**config.mk**
```make
export PLATFORM = sky130hd
export DESIGN_NAME = game_judge
export DESIGN_NICKNAME = d
export VERILOG_FILES = /design/src/rtl/game_judge_pkg.sv /design/src/rtl/game_judge_win_line_lut.sv /design/src/rtl/game_judge.sv
export SDC_FILE = /design/constraint.sdc
export NUM_CORES = 1
export LEC_CHECK = 0
export CORE_ASPECT_RATIO = 0.7
export CORE_UTILIZATION = 45
export DETAILED_ROUTE_END_ITERATION = 8
export PLACE_DENSITY = 0.69
export SLEW_MARGIN = 40
export SYNTH_ARGS = -nofsm -noshare
export SYNTH_HDL_FRONTEND = slang
export SYNTH_SLANG_ARGS = --single-unit
```
**constraint.sdc**
```tcl
create_clock -name clk -period 2.7 [get_ports clk]
set_clock_uncertainty 0.2 [all_clocks]
set_input_delay 0.81 -clock clk [delete_from_list [all_inputs] [get_ports clk]]
set_output_delay 0.81 -clock clk [all_outputs]
set_load 0.01 [all_outputs]
```
**src/rtl/game_judge_pkg.sv**
```systemverilog
// Shared types and constants for the tic-tac-toe judge: cell and result codes,
// FSM states and the line-level helper functions.
package game_pkg;

  localparam logic [1:0] EMPTY  = 2'b00;
  localparam logic [1:0] CELL_X = 2'b01;
  localparam logic [1:0] CELL_O = 2'b10;

  localparam logic [1:0] RES_NONE = 2'b00;
  localparam logic [1:0] RES_X    = 2'b01;
  localparam logic [1:0] RES_O    = 2'b10;
  localparam logic [1:0] RES_DRAW = 2'b11;

  localparam int         NUM_LINES = 8;
  localparam logic [3:0] NO_LINE   = 4'd15;

  typedef enum logic [1:0] {
    IDLE    = 2'd0,
    SCAN    = 2'd1,
    FULLCHK = 2'd2,
    REPORT  = 2'd3
  } state_e;

  // Only real player marks can win; the invalid code 11 never does.
  function automatic logic line_wins(input logic [1:0] a, input logic [1:0] b,
                                     input logic [1:0] c);
    return (a == b) && (b == c) && ((a == CELL_X) || (a == CELL_O));
  endfunction

  function automatic logic board_full(input logic [8:0][1:0] b);
    logic ok;
    ok = 1'b1;
    for (int i = 0; i < 9; i++) begin
      ok = ok & (b[i] != EMPTY);
    end
    return ok;
  endfunction

endpackage

```
**src/rtl/game_judge_win_line_lut.sv**
```systemverilog
// Combinational map from a win-line index to the three board cells it covers.
module win_line_lut
  import game_pkg::*;
(
  input  logic [2:0] line_idx,
  output logic [3:0] cell_a,
  output logic [3:0] cell_b,
  output logic [3:0] cell_c
);

  always_comb begin
    case (line_idx)
      3'd0:    {cell_a, cell_b, cell_c} = {4'd0, 4'd1, 4'd2};
      3'd1:    {cell_a, cell_b, cell_c} = {4'd3, 4'd4, 4'd5};
      3'd2:    {cell_a, cell_b, cell_c} = {4'd6, 4'd7, 4'd8};
      3'd3:    {cell_a, cell_b, cell_c} = {4'd0, 4'd3, 4'd6};
      3'd4:    {cell_a, cell_b, cell_c} = {4'd1, 4'd4, 4'd7};
      3'd5:    {cell_a, cell_b, cell_c} = {4'd2, 4'd5, 4'd8};
      3'd6:    {cell_a, cell_b, cell_c} = {4'd0, 4'd4, 4'd8};
      3'd7:    {cell_a, cell_b, cell_c} = {4'd2, 4'd4, 4'd6};
      default: {cell_a, cell_b, cell_c} = {4'd0, 4'd1, 4'd2};
    endcase
  end

endmodule

```
**src/rtl/game_judge.sv**
```systemverilog
// Sequential tic-tac-toe judge: snapshots the board, scans one line per cycle,
// then reports winner / draw. Optional win_line output under WIN_LINE_REPORT_EN.
module game_judge
  import game_pkg::*;
(
  input  logic            clk,
  input  logic            rst,
  input  logic            start,
  input  logic [8:0][1:0] board,
  output logic            busy,
  output logic            done,
  output logic [1:0]      result
`ifdef WIN_LINE_REPORT_EN
  ,
  output logic [3:0]      win_line
`endif
);

  state_e          state_q,  state_d;
  logic [8:0][1:0] snap_q,   snap_d;
  logic [2:0]      idx_q,    idx_d;
  logic            found_q,  found_d;
  logic [1:0]      winner_q, winner_d;
  logic            busy_q,   busy_d;
  logic            done_q,   done_d;
  logic [1:0]      result_q, result_d;
`ifdef WIN_LINE_REPORT_EN
  logic [3:0]      win_idx_q,  win_idx_d;
  logic [3:0]      win_line_q, win_line_d;
`endif

  logic [3:0] cell_a, cell_b, cell_c;
  logic       hit_s;

  win_line_lut u_lut (
    .line_idx (idx_q),
    .cell_a   (cell_a),
    .cell_b   (cell_b),
    .cell_c   (cell_c)
  );

  assign hit_s = line_wins(snap_q[cell_a], snap_q[cell_b], snap_q[cell_c]);

  always_comb begin
    state_d  = state_q;
    snap_d   = snap_q;
    idx_d    = idx_q;
    found_d  = found_q;
    winner_d = winner_q;
    busy_d   = busy_q;
    done_d   = 1'b0;
    result_d = result_q;
`ifdef WIN_LINE_REPORT_EN
    win_idx_d  = win_idx_q;
    win_line_d = win_line_q;
`endif
    case (state_q)
      IDLE: begin
        if (start) begin
          state_d  = SCAN;
          snap_d   = board;
          idx_d    = 3'd0;
          found_d  = 1'b0;
          winner_d = RES_NONE;
          result_d = RES_NONE;
          busy_d   = 1'b1;
`ifdef WIN_LINE_REPORT_EN
          win_idx_d = NO_LINE;
`endif
        end else begin
          state_d = IDLE;
        end
      end
      SCAN: begin
        // Only the lowest-index winning line counts, even on illegal boards.
        if (hit_s && !found_q) begin
          found_d  = 1'b1;
          winner_d = snap_q[cell_a];
`ifdef WIN_LINE_REPORT_EN
          win_idx_d = {1'b0, idx_q};
`endif
        end else begin
          found_d = found_q;
        end
        idx_d = idx_q + 3'd1;
        if (idx_q == 3'(NUM_LINES - 1)) begin
          state_d = FULLCHK;
        end else begin
          state_d = SCAN;
        end
      end
      FULLCHK: begin
        if (found_q) begin
          result_d = winner_q;
        end else if (board_full(snap_q)) begin
          result_d = RES_DRAW;
        end else begin
          result_d = RES_NONE;
        end
`ifdef WIN_LINE_REPORT_EN
        win_line_d = found_q ? win_idx_q : NO_LINE;
`endif
        state_d = REPORT;
      end
      REPORT: begin
        done_d  = 1'b1;
        busy_d  = 1'b0;
        state_d = IDLE;
      end
      default: begin
        busy_d  = 1'b0;
        state_d = IDLE;
      end
    endcase
  end

  always_ff @(posedge clk or posedge rst) begin
    if (rst) begin
      state_q  <= IDLE;
      snap_q   <= '0;
      idx_q    <= 3'd0;
      found_q  <= 1'b0;
      winner_q <= RES_NONE;
      busy_q   <= 1'b0;
      done_q   <= 1'b0;
      result_q <= RES_NONE;
`ifdef WIN_LINE_REPORT_EN
      win_idx_q  <= NO_LINE;
      win_line_q <= NO_LINE;
`endif
    end else begin
      state_q  <= state_d;
      snap_q   <= snap_d;
      idx_q    <= idx_d;
      found_q  <= found_d;
      winner_q <= winner_d;
      busy_q   <= busy_d;
      done_q   <= done_d;
      result_q <= result_d;
`ifdef WIN_LINE_REPORT_EN
      win_idx_q  <= win_idx_d;
      win_line_q <= win_line_d;
`endif
    end
  end

  assign busy   = busy_q;
  assign done   = done_q;
  assign result = result_q;
`ifdef WIN_LINE_REPORT_EN
  assign win_line = win_line_q;
`endif

endmodule

```
# Yosys cells after proc, flatten, opt, wreduce, memory -nomap -nowiden

Memories as Yosys holds them, arrays and structs flattened.
Cells that the tools add are included.

Bits of input ports: 21
Bits in latches: 0
Bits in writable memories: 0
Word-level logic and storage cells: 85
Memories kept: 1
Register bits after elaboration: 30
Memory bits (read-only): 80

Memories:

| name            | depth | bits a word | rd ports | clocked after memory_dff | write ports | line                          | text |
|---|---|---|---|---|---|---|---|
| (no name shown) | 8     | 10          | 1        | 0                        | 0           | game_judge_win_line_lut.sv:12 | `case (line_idx)` |

Bitwise gates (word level): 8
Reductions and logical operators: 23
Multiply operators: 0
$lt $le $gt $ge: 3
Muxes and demuxes: 23
Add/subtract/negate cells: 1
Shift-type cells: 0
Eq/ne operators: 10
Div/mod/pow operators: 0

Operators with widths:

| cell                | count |
|---|---|
| $bmux 2 s4          | 3 |
| $reduce_bool 2->1   | 12 |
| $mux 2              | 8 |
| $lt 4x5->1 const B  | 3 |
| $and 1x1->1         | 8 |
| $pmux 2 s2          | 2 |
| $pmux 2 s4          | 1 |
| $reduce_and 2->1    | 4 |
| $eq 2x2->1 const B  | 3 |
| $pmux 3 s2          | 1 |
| $mux 1              | 5 |
| $eq 2x1->1 const B  | 2 |
| $eq 2x2->1          | 2 |
| $ne 2x2->1 const B  | 2 |
| $pmux 1 s2          | 2 |
| $add 3x1->3 const B | 1 |
| $eq 3x3->1 const B  | 1 |
| $logic_and 1x1->1   | 3 |
| $mux 3              | 1 |
| $reduce_and 3->1    | 1 |
| $logic_not 2->1     | 1 |
| $logic_not 1->1     | 1 |
| $logic_or 1x1->1    | 1 |

# Depth between registers and ports, before layout

Depth after elaboration: 12
Mapped depth: 11

# By module

A second synthesis with hierarchy kept.

Cells, all modules: 210
Area, all modules: 1919.3 um^2

By module, submodules not included:

| module       | times used | area an instance (um^2) | cells each | seq. area each (um^2) |
|---|---|---|---|---|
| game_judge   | 1          | 1756.7                  | 186        | 750.7 |
| win_line_lut | 1          | 162.7                   | 24         | 0.0 |

# Worst setup path after synthesis

OpenSTA, ideal clock, no wires.

Path type: register -> register
Start: register idx_q[1]
End: register winner_q[1]
Buffers on the path: 2
Setup slack: 30 ps
Clock period less this slack: 2670 ps
Arrival time: 2345 ps
Stages on the path, launching flop included: 12
Cells stage by stage: dfrtp_1 -> buf_2 -> inv_1 -> ha_1 -> buf_2 -> mux2_4 -> mux2i_1 -> a32o_1 -> a221oi_4 -> and4_1 -> a21boi_2 -> a21oi_1

Word-level cells in the longest chain between the ends: 9

Ends and longest elaborated chain:

| what                                                         | line                               | text |
|---|---|---|
| start: declaration                                           | game_judge.sv:21                   | `logic [2:0] idx_q, idx_d;` |
| start signal: assignment                                     | game_judge.sv:134                  | `idx_q <= idx_d;` |
| $mem_v2 8x10 *                                               | -                                  |  |
| $bmux 2 s4 (on tied branches)                                | game_judge.sv:42, game_judge.sv:78 |  |
| $mux 2 (on tied branches)                                    | game_judge.sv:42, game_judge.sv:78 |  |
| $eq 2x2->1 / $eq 2x1->1 (equally long branches)              | game_judge_pkg.sv:27               | `return (a == b) && (b == c) && ((a == CELL_X) \|\| (a == CELL_O));` |
| $logic_and 1x1->1 / $logic_or 1x1->1 (equally long branches) | game_judge_pkg.sv:27               |  |
| $logic_and 1x1->1                                            | game_judge_pkg.sv:27               |  |
| $logic_and 1x1->1                                            | game_judge.sv:76                   | `if (hit_s && !found_q) begin` |
| $ne 2x2->1 (no source line)                                  | -                                  |  |
| $reduce_and 3->1 (no source line)                            | -                                  |  |
| end signal: assignment                                       | game_judge.sv:136                  | `winner_q <= winner_d;` |
| end: declaration                                             | game_judge.sv:23                   | `logic [1:0] winner_q, winner_d;` |

Every way passes the cells marked *; elsewhere a longest branch is shown, timed or not. The select of a mux whose other input is x is not followed.
A chain may end at the register's enable or synchronous reset.

# Worst setup path after layout

Start: register idx_q[0]
End: register winner_q[1]

The elaborated chain is that of the path after synthesis.

==> metrics.txt <==
# TYPE chip_impl_metric gauge
chip_impl_metric{name="design_power_total",unit="mW"} 3.25
chip_impl_info{name="synth_largest_area_cell",value="sky130_fd_sc_hd__dfrtp_1"} 1
chip_impl_metric{name="drt_drc_violations_left",unit=""} 0
chip_impl_metric{name="grt_antenna_before_repair",unit=""} 0
chip_impl_metric{name="first_iter_violations",unit=""} 118
chip_impl_metric{name="io_buffer_count",unit=""} 24
chip_impl_metric{name="leakage_power",unit="nW"} 1.10
chip_impl_metric{name="grt_overflow_total",unit=""} 0
chip_impl_metric{name="initial_core_util",unit="%"} 48.0
chip_impl_info{name="postSynth.topFlopCell",value="sky130_fd_sc_hd__dfrtp_1"} 1
chip_impl_metric{name="cts_made_buffers",unit=""} 5
chip_impl_metric{name="avgSynthCellArea",unit="um2"} 8.97
chip_impl_metric{name="synthArstFlopShare",unit="%"} 100
chip_impl_metric{name="post_synth_instance_area",unit="mm2"} 0.00193
chip_impl_metric{name="placeable_core_area",unit="mm2"} 0.00402
chip_impl_metric{name="portion_of_the_post_synthesis_area_used_by_sequential_elements",unit="%"} 38.9
chip_impl_metric{name="die-height",unit="um"} 56.8
chip_impl_metric{name="clkLatencyLatePin",unit="ps"} 280
chip_impl_metric{name="design.die.area",unit="mm2"} 0.00455
chip_impl_info{name="worst_hold_path.endpoint",value="winner_q[0]"} 1
chip_impl_metric{name="r2r_setup_slack",unit="ps"} 110
chip_impl_info{name="end_kind",value="flip-flop"} 1
chip_impl_metric{name="power_density",unit="mW/mm2"} 1340
chip_impl_metric{name="gr-usage-met1",unit="%"} 38.1
chip_impl_metric{name="area_growth",unit="%"} 25.4
chip_impl_metric{name="global_route.usage.met3",unit="%"} 4.88
chip_impl_metric{name="fin_hold_ws",unit="ps"} 291
chip_impl_metric{name="setup_viol_count_final",unit=""} 0
chip_impl_metric{name="finalWeightedCongestion",unit=""} 0.898
chip_impl_metric{name="max_cap_viol_count",unit=""} 0
chip_impl_metric{name="drt-total-wl",unit="um"} 4530
chip_impl_metric{name="cp.required",unit="ps"} 2670
chip_impl_metric{name="fp.dieW",unit="um"} 80.2
chip_impl_metric{name="h_tree_levels",unit=""} 2
chip_impl_metric{name="grt_pass1_wl",unit="um"} 7960
chip_impl_metric{name="finalWorstPathRequiredPeriod",unit="ps"} 2590
chip_impl_metric{name="detailroute.via_count",unit=""} 1671
chip_impl_metric{name="postRouteAntennaNets",unit=""} 0
chip_impl_info{name="ys_top_cells_by_area",value="sky130_fd_sc_hd__dfrtp_1 39%, sky130_fd_sc_hd__nand2_1 13%, sky130_fd_sc_hd__mux2i_1 6.7%, sky130_fd_sc_hd__ha_1 3.9%, sky130_fd_sc_hd__mux4_2 3.5%"} 1
chip_impl_info{name="tritoncts",value="done"} 1
chip_impl_metric{name="fmax",unit="GHz"} 0.387
chip_impl_metric{name="avgRoutedWirePerCell",unit="um"} 15.0
chip_impl_metric{name="post_dp_area",unit="mm2"} 0.00229
chip_impl_metric{name="drt_first_pass_iters",unit=""} 4
chip_impl_metric{name="worst-endpoint-arrival",unit="ps"} 2550
chip_impl_info{name="setup.worst_path.class",value="reg -> reg"} 1
chip_impl_metric{name="global_route.usage.met2",unit="%"} 31.4
chip_impl_metric{name="worst_path_maximum_fanout",unit=""} 5
chip_impl_info{name="busiest_layer",value="met1"} 1
chip_impl_info{name="critical_path.reg2reg.startpoint",value="idx_q[0]"} 1
chip_impl_metric{name="whs_path_depth",unit=""} 1
chip_impl_info{name="timing.hold.worst.start",value="winner_q[0]"} 1
chip_impl_metric{name="worst-r2r-cell-count",unit=""} 9
chip_impl_info{name="critical_path.reg2reg.endpoint",value="winner_q[1]"} 1
chip_impl_metric{name="synthesis.instances",unit=""} 215
chip_impl_info{name="startpoint_type",value="flip-flop"} 1
chip_impl_metric{name="dp_hpwl",unit="um"} 3370
chip_impl_info{name="clock_root_cell",value="sky130_fd_sc_hd__clkbuf_8"} 1
chip_impl_metric{name="synth_seq_cells",unit=""} 30
chip_impl_metric{name="slew_headroom",unit="%"} 74.4
chip_impl_metric{name="fillCellCount",unit=""} 385
chip_impl_metric{name="cts_max_path_buffers",unit=""} 2
chip_impl_metric{name="grt_max_degree",unit=""} 31
chip_impl_info{name="hold_path_class",value="reg -> reg"} 1
chip_impl_metric{name="synth_fp_nets",unit=""} 242
chip_impl_metric{name="layout-drive-gt1-share",unit="%"} 17.2
chip_impl_metric{name="area_fraction_of_the_dominant_cell_type_after_synthesis",unit="%"} 38.9
chip_impl_metric{name="worst_setup_hold_path_clk_slew",unit="ps"} 60
chip_impl_metric{name="timing.final.hold_violations",unit=""} 0
chip_impl_metric{name="cts.sinks",unit=""} 30
chip_impl_metric{name="synth_enable_flop_cells",unit=""} 0
chip_impl_metric{name="synth_warnings",unit=""} 0
chip_impl_metric{name="vdd.ir_drop.worst",unit="mV"} 0.557
chip_impl_metric{name="antennaDiodeCount",unit=""} 0
chip_impl_metric{name="min_period_over_period",unit="%"} 95.8
chip_impl_metric{name="maxSlewViolCount",unit=""} 0
chip_impl_info{name="run_status",value="finished, final reports clean"} 1
chip_impl_metric{name="vias_per_cell",unit=""} 5.53
chip_impl_metric{name="grt_pass1_vias",unit=""} 1566
chip_impl_metric{name="worstMarginPinSlew",unit="ps"} 380
chip_impl_metric{name="nNetsFinal",unit=""} 278
chip_impl_metric{name="finish.instance_area",unit="mm2"} 0.00242
chip_impl_metric{name="cts_hold_buf",unit=""} 0
chip_impl_metric{name="num_rows",unit=""} 19
chip_impl_metric{name="pin_count",unit=""} 25
chip_impl_metric{name="synth_cell_types",unit=""} 43
chip_impl_metric{name="globalRouteTotalUtil",unit="%"} 23.9
## report_power, final
| part | switching [mW] | internal [mW] |
|---|---|---|
| Combinational | 1.03 | 0.967 |
| Sequential | 0.256 | 0.640 |
| Clock | 0.156 | 0.196 |
| Total | 1.45 | 1.80 |
## routing by layer
metal  up-vias  part of all wire (%)
met3         8                   8.1
met5         -                     0
met1       772                    52
li1        819                     -
met4         0                   1.3
met2        72                    39
## cell usage after synthesis, types with 2 or more instances
library cell	instances
sky130_fd_sc_hd__nor2_1	11
sky130_fd_sc_hd__nor3_1	4
sky130_fd_sc_hd__o21a_1	2
sky130_fd_sc_hd__mux4_2	3
sky130_fd_sc_hd__o22ai_1	5
sky130_fd_sc_hd__a21oi_1	3
sky130_fd_sc_hd__nand2b_1	5
sky130_fd_sc_hd__a211oi_1	2
sky130_fd_sc_hd__o31ai_1	3
sky130_fd_sc_hd__ha_1	6
sky130_fd_sc_hd__inv_1	7
sky130_fd_sc_hd__o32a_1	2
sky130_fd_sc_hd__mux2i_1	13
sky130_fd_sc_hd__a221oi_1	3
sky130_fd_sc_hd__nand3b_1	2
sky130_fd_sc_hd__nand2_1	67
sky130_fd_sc_hd__dfrtp_1	30
sky130_fd_sc_hd__buf_2	4
sky130_fd_sc_hd__a22o_1	3
sky130_fd_sc_hd__nor2b_1	4
sky130_fd_sc_hd__o21ai_0	10
sky130_fd_sc_hd__clkbuf_1	4
sky130_fd_sc_hd__and2_1	2
## through the flow
stage                     std cells  util, %  TNS (ps)  setup slack, ps
after floorplan                 215        -         0             30.3
after global placement          295     57.0         0              123
after detailed placement        295     57.0         0             75.1
after CTS                       301     59.0         0             63.7
after global routing            302     60.2     -23.6            -17.6
final                           302     60.2         0              113
## layout make-up
cell class / instances / area, um2 / area share, %
clock buffer: 6 / 82.6 / 3.41
inverter: 7 / 26.3 / 1.09
tap: 52 / 65.1 / 2.69
multi-input combinational: 168 / 1140 / 47.1
sequential: 30 / 752 / 31.1
timing repair buffer: 39 / 353 / 14.6
## flip-flops by register name (all words and copies together), names as in the netlist, named ones only
| register | cells |
|---|---|
| idx_q | 3 |
| busy | 1 |
| snap_q | 18 |
| done | 1 |
| winner_q | 2 |
| result | 2 |
| found_q | 1 |
| state_q | 1 |
## worst max-delay path, cell delays in order, from the launching register on
cell and delay (ps):
sky130_fd_sc_hd__dfrtp_2 420, sky130_fd_sc_hd__inv_1 90, sky130_fd_sc_hd__ha_2 230, sky130_fd_sc_hd__mux2_4 300, sky130_fd_sc_hd__mux2i_2 180, sky130_fd_sc_hd__a32o_1 300, sky130_fd_sc_hd__a221oi_4 240, sky130_fd_sc_hd__and4_4 280
sky130_fd_sc_hd__a21boi_2 180, sky130_fd_sc_hd__a21oi_1 60
## timing repair
| item | CTS | global route |
|---|---|---|
| endpoints found under the hold margin | 0 | 0 |
| buffers inserted | 0 | 1 |
| endpoints found under the setup margin | 0 | 3 |
| resized for setup | 0 | 11 |
## logic make-up after synthesis
family,after synthesis,share of synthesized area [%]
mux,19,12.8
flops,30,38.9
compound gates,43,17.1
buf+inv,17,3.96
fa+ha+maj,6,3.89
simple gates,100,23.3
## worst max-delay path by stage
stage | startpoint | end | slack, ps | depth (start not counted)
3_3_place_gp | idx_q[0] | winner_q[1] | 120 | 8
2_1_floorplan | idx_q[1] | winner_q[1] | 30 | 11
6_report | idx_q[0] | winner_q[1] | 110 | 9
3_5_place_dp | idx_q[0] | winner_q[0] | 80 | 9
5_1_grt | idx_q[0] | winner_q[0] | -20 | 10
4_1_cts | idx_q[0] | winner_q[0] | 60 | 9
## placed cells by master, fill, tap and decap left out, types with 2 or more instances in the layout
cell type / instances
sky130_fd_sc_hd__a211oi_1: 2
sky130_fd_sc_hd__a21oi_1: 3
sky130_fd_sc_hd__a221oi_1: 2
sky130_fd_sc_hd__a22o_1: 3
sky130_fd_sc_hd__and2_1: 2
sky130_fd_sc_hd__buf_4: 15
sky130_fd_sc_hd__clkbuf_8: 6
sky130_fd_sc_hd__clkdlybuf4s50_1: 24
sky130_fd_sc_hd__dfrtp_1: 29
sky130_fd_sc_hd__ha_1: 3
sky130_fd_sc_hd__ha_2: 2
sky130_fd_sc_hd__inv_1: 6
sky130_fd_sc_hd__mux2i_1: 12
sky130_fd_sc_hd__mux4_2: 3
sky130_fd_sc_hd__nand2_1: 67
sky130_fd_sc_hd__nand2b_1: 5
sky130_fd_sc_hd__nand3b_1: 2
sky130_fd_sc_hd__nor2_1: 11
sky130_fd_sc_hd__nor2b_1: 3
sky130_fd_sc_hd__nor3_1: 4
sky130_fd_sc_hd__o21a_1: 2
sky130_fd_sc_hd__o21ai_0: 10
sky130_fd_sc_hd__o22ai_1: 4
sky130_fd_sc_hd__o31ai_1: 3
sky130_fd_sc_hd__o32a_1: 2
(Power assumes the default switching activity.)
==> edit: new RTL, same flow settings <==
The 4 states of `state_e` get a one-hot encoding in 4 bits.
--- a/src/rtl/game_judge_pkg.sv
+++ b/src/rtl/game_judge_pkg.sv
@@ -16,7 +16,7 @@
 
-  typedef enum logic [1:0] {
-    IDLE    = 2'd0,
-    SCAN    = 2'd1,
-    FULLCHK = 2'd2,
-    REPORT  = 2'd3
+  typedef enum logic [3:0] {
+    IDLE    = 4'b0001,
+    SCAN    = 4'b0010,
+    FULLCHK = 4'b0100,
+    REPORT  = 4'b1000
   } state_e;
Function: no difference found for any inputs over 10 cycles, from zero or initial values and one cycle with rst high; not proved beyond that.
==> edit against the unedited design <==
Final area grew 11%; sequential cell count is 2 higher; total power up 0.58%; sequential power grew 0.9%; worst setup slack lost 0.046 ns; die area rose by 7.2%; wire length increased by 7.4%; area after synthesis rose by 7.4%; largest cell class unchanged.
==> edit: results (changes against the unedited design) <==
| Metric | Value |
|---|---|
| Outcome | `finished, final reports clean` |
| Clock latency of the later-clocked register in the worst-skew pair | `0.29 ns` |
| Wire length of the first global-routing pass | `8320 um (+4.5%)` |
| DP Area | `2530 um2 (+11%)` |
| Post-synthesis compound-gate area fraction | `12.6% (-4.5 points)` |
| Cell types with the largest area share after synthesis | `sky130_fd_sc_hd__dfrtp_1 37%, sky130_fd_sc_hd__nand2_1 11%, sky130_fd_sc_hd__mux2i_1 8.2%` |
| Cell types with the highest counts after synthesis | `62 x sky130_fd_sc_hd__nand2_1, 31 x sky130_fd_sc_hd__dfrtp_1, 17 x sky130_fd_sc_hd__mux2i_1` |
| Parity-gate share of the synthesized area counting xor and xnor cells | `0% (unchanged)` |
| Input/output buffers | `24 (unchanged)` |
| Max rail drop VDD | `0.569 mV (+2.2%)` |
| Clk pin slew, worst setup/hold paths | `0.07 ns` |
| Adder-cell area share of the yosys netlist | `3.63% (-0.27 points)` |
| Total global-route track usage | `22.1% (-1.8 points)` |
| Drt initial violations | `135 (+14%)` |
| Nets@finish | `299 (+7.6%)` |
| GP Congestion | `0.942 (+4.9%)` |
| Yosys warns | `0 (unchanged)` |
| Number of optimization iterations in the first detailed-route pass | `4 (unchanged)` |
| Slowest library cell on the worst path | `sky130_fd_sc_hd__mux4_2` |
| Data arrival, critical path | `2.66 ns (+0.11 ns)` |
| Static leakage power | `1.22 nW (+12%)` |
| Post-Synthesis Net Count | `251 (+3.7%)` |
| Share of cells above drive strength 1 | `20.9% (+3.7 points)` |
| TritonCTS buffer count | `5 (unchanged)` |
| Largest buffer count on any clock path | `2 (unchanged)` |
| Routed length per instance | `14.8 um (-1.1%)` |
| Antenna violations before repair | `0 (unchanged)` |
| Cell type group with the largest total delay on the critical path | `multiplexers` |
| Distinct cell type count of the synthesized netlist | `47 (+9.3%)` |
| Registers with the most flip-flops | `snap_q (18), state_q (4), idx_q (3)` |
| Multiplexer fraction of the synthesized cell area | `17.0% (+4.3 points)` |
| Worst max-slew margin expressed relative to the limit | `73.3% (-1.2 points)` |
| Per-cell via count in the routed design | `5.55 (+0.34%)` |
| Part of the Yosys area used for sequential elements | `38.7% (-0.20 points)` |
| Htree depth | `2 (unchanged)` |
| Placed wire-length estimate | `3680 um (+9.3%)` |
| Cell at the root of the clock tree | `sky130_fd_sc_hd__clkbuf_8` |
| Maximum single-stage delay on the critical path | `0.54 ns (+0.12 ns)` |
| Fraction of registers with async set/reset | `100% (unchanged)` |
| Number of antenna cells inserted | `0 (unchanged)` |
| Fillcell total | `367 (-4.7%)` |
| Crit path max fanout | `5 (unchanged)` |
| Worst Hold Class | `reg2reg` |
| Number of global-route vias before repair | `1,703 (+8.7%)` |
| Pin count of the biggest net entering global routing | `33 (+6.5%)` |
==> edit: cell count changes after synthesis, moves of 3 or more <==
cell / before / now
sky130_fd_sc_hd__o21ai_1: 0 / 3
sky130_fd_sc_hd__mux2_2: 1 / 4
sky130_fd_sc_hd__a21oi_1: 3 / 6
sky130_fd_sc_hd__o31ai_1: 3 / 0
sky130_fd_sc_hd__mux2i_1: 13 / 17
sky130_fd_sc_hd__nor3_1: 4 / 1
sky130_fd_sc_hd__o21ai_0: 10 / 5
sky130_fd_sc_hd__mux2_1: 0 / 3
sky130_fd_sc_hd__nand2_1: 67 / 62
==> edit: final timing paths <==
kind,endpoint,from,depth (start not counted),slack [ns]
hold reg to reg,busy,state_q[3],1,0.31
hold / removal,busy,state_q[3],1,0.31
min in group asynchronous,snap_q[16],rst,3,0.70
setup reg to reg,winner_q[1],idx_q[0],7,0.07
setup / recovery,winner_q[1],idx_q[0],7,0.07
max in group asynchronous,state_q[0],rst,3,1.28
==> edit: what timing repair did <==
item / CTS / global route
resized for setup: 1 / 7
gates cloned: 0 / 0
setup buffers: 0 / 1
setup endpoints to repair: 1 / 3
pin swaps: 0 / 0
==> edit: power breakdown <==
group          total, mW  switching (mW)  internal (mW)
registers          0.904           0.247          0.657
logic               1.91           0.918          0.991
clock network      0.455           0.181          0.274
==> edit: final cells by class <==
cell class              instances  area, um2  area share (%)
clock buffers                   6       72.6            2.72
inverters                       6       22.5           0.843
flip-flops and latches         32        802            30.0
well taps                      55       68.8            2.57
repair buffers                 52        450            16.9
multi-input cells             175       1220            45.7
clock inverters                 2       35.0            1.31
==> edit: per-layer routing <==
layer	up-vias	wire [um]	GRT usage, %
met2	58	1960	31.6
met5	-	0	0
li1	885	-	-
met4	0	61	6.16
met3	6	339	3.79
met1	872	2510	34.1
==> edit: metrics by stage <==
| stage | instances | power, mW | util (%) | setup slack [ns] | hold WS [ns] |
|---|---|---|---|---|---|
| finish | 328 | 3.27 | 61.0 | 0.0671 | 0.311 |
| global route | 328 | 3.51 | 61.0 | -0.00636 | 0.349 |
| CTS | 327 | 3.18 | 60.3 | 0.0682 | 0.302 |
| detailed placement | 319 | 2.70 | 57.8 | 0.0232 | 0.293 |
| global placement | 319 | 2.69 | 57.8 | 0.0664 | 0.294 |
| floorplan | 224 | 2.07 | - | 0.0414 | 0.258 |
==> edit: cells by family after synthesis <==
kind of cell | count (synthesis)
and+or+nand+nor | 104
AOI/OAI and AO/OA | 36
DFF | 32
muxes | 29
buffers and inverters | 17
adders and majority gates | 6
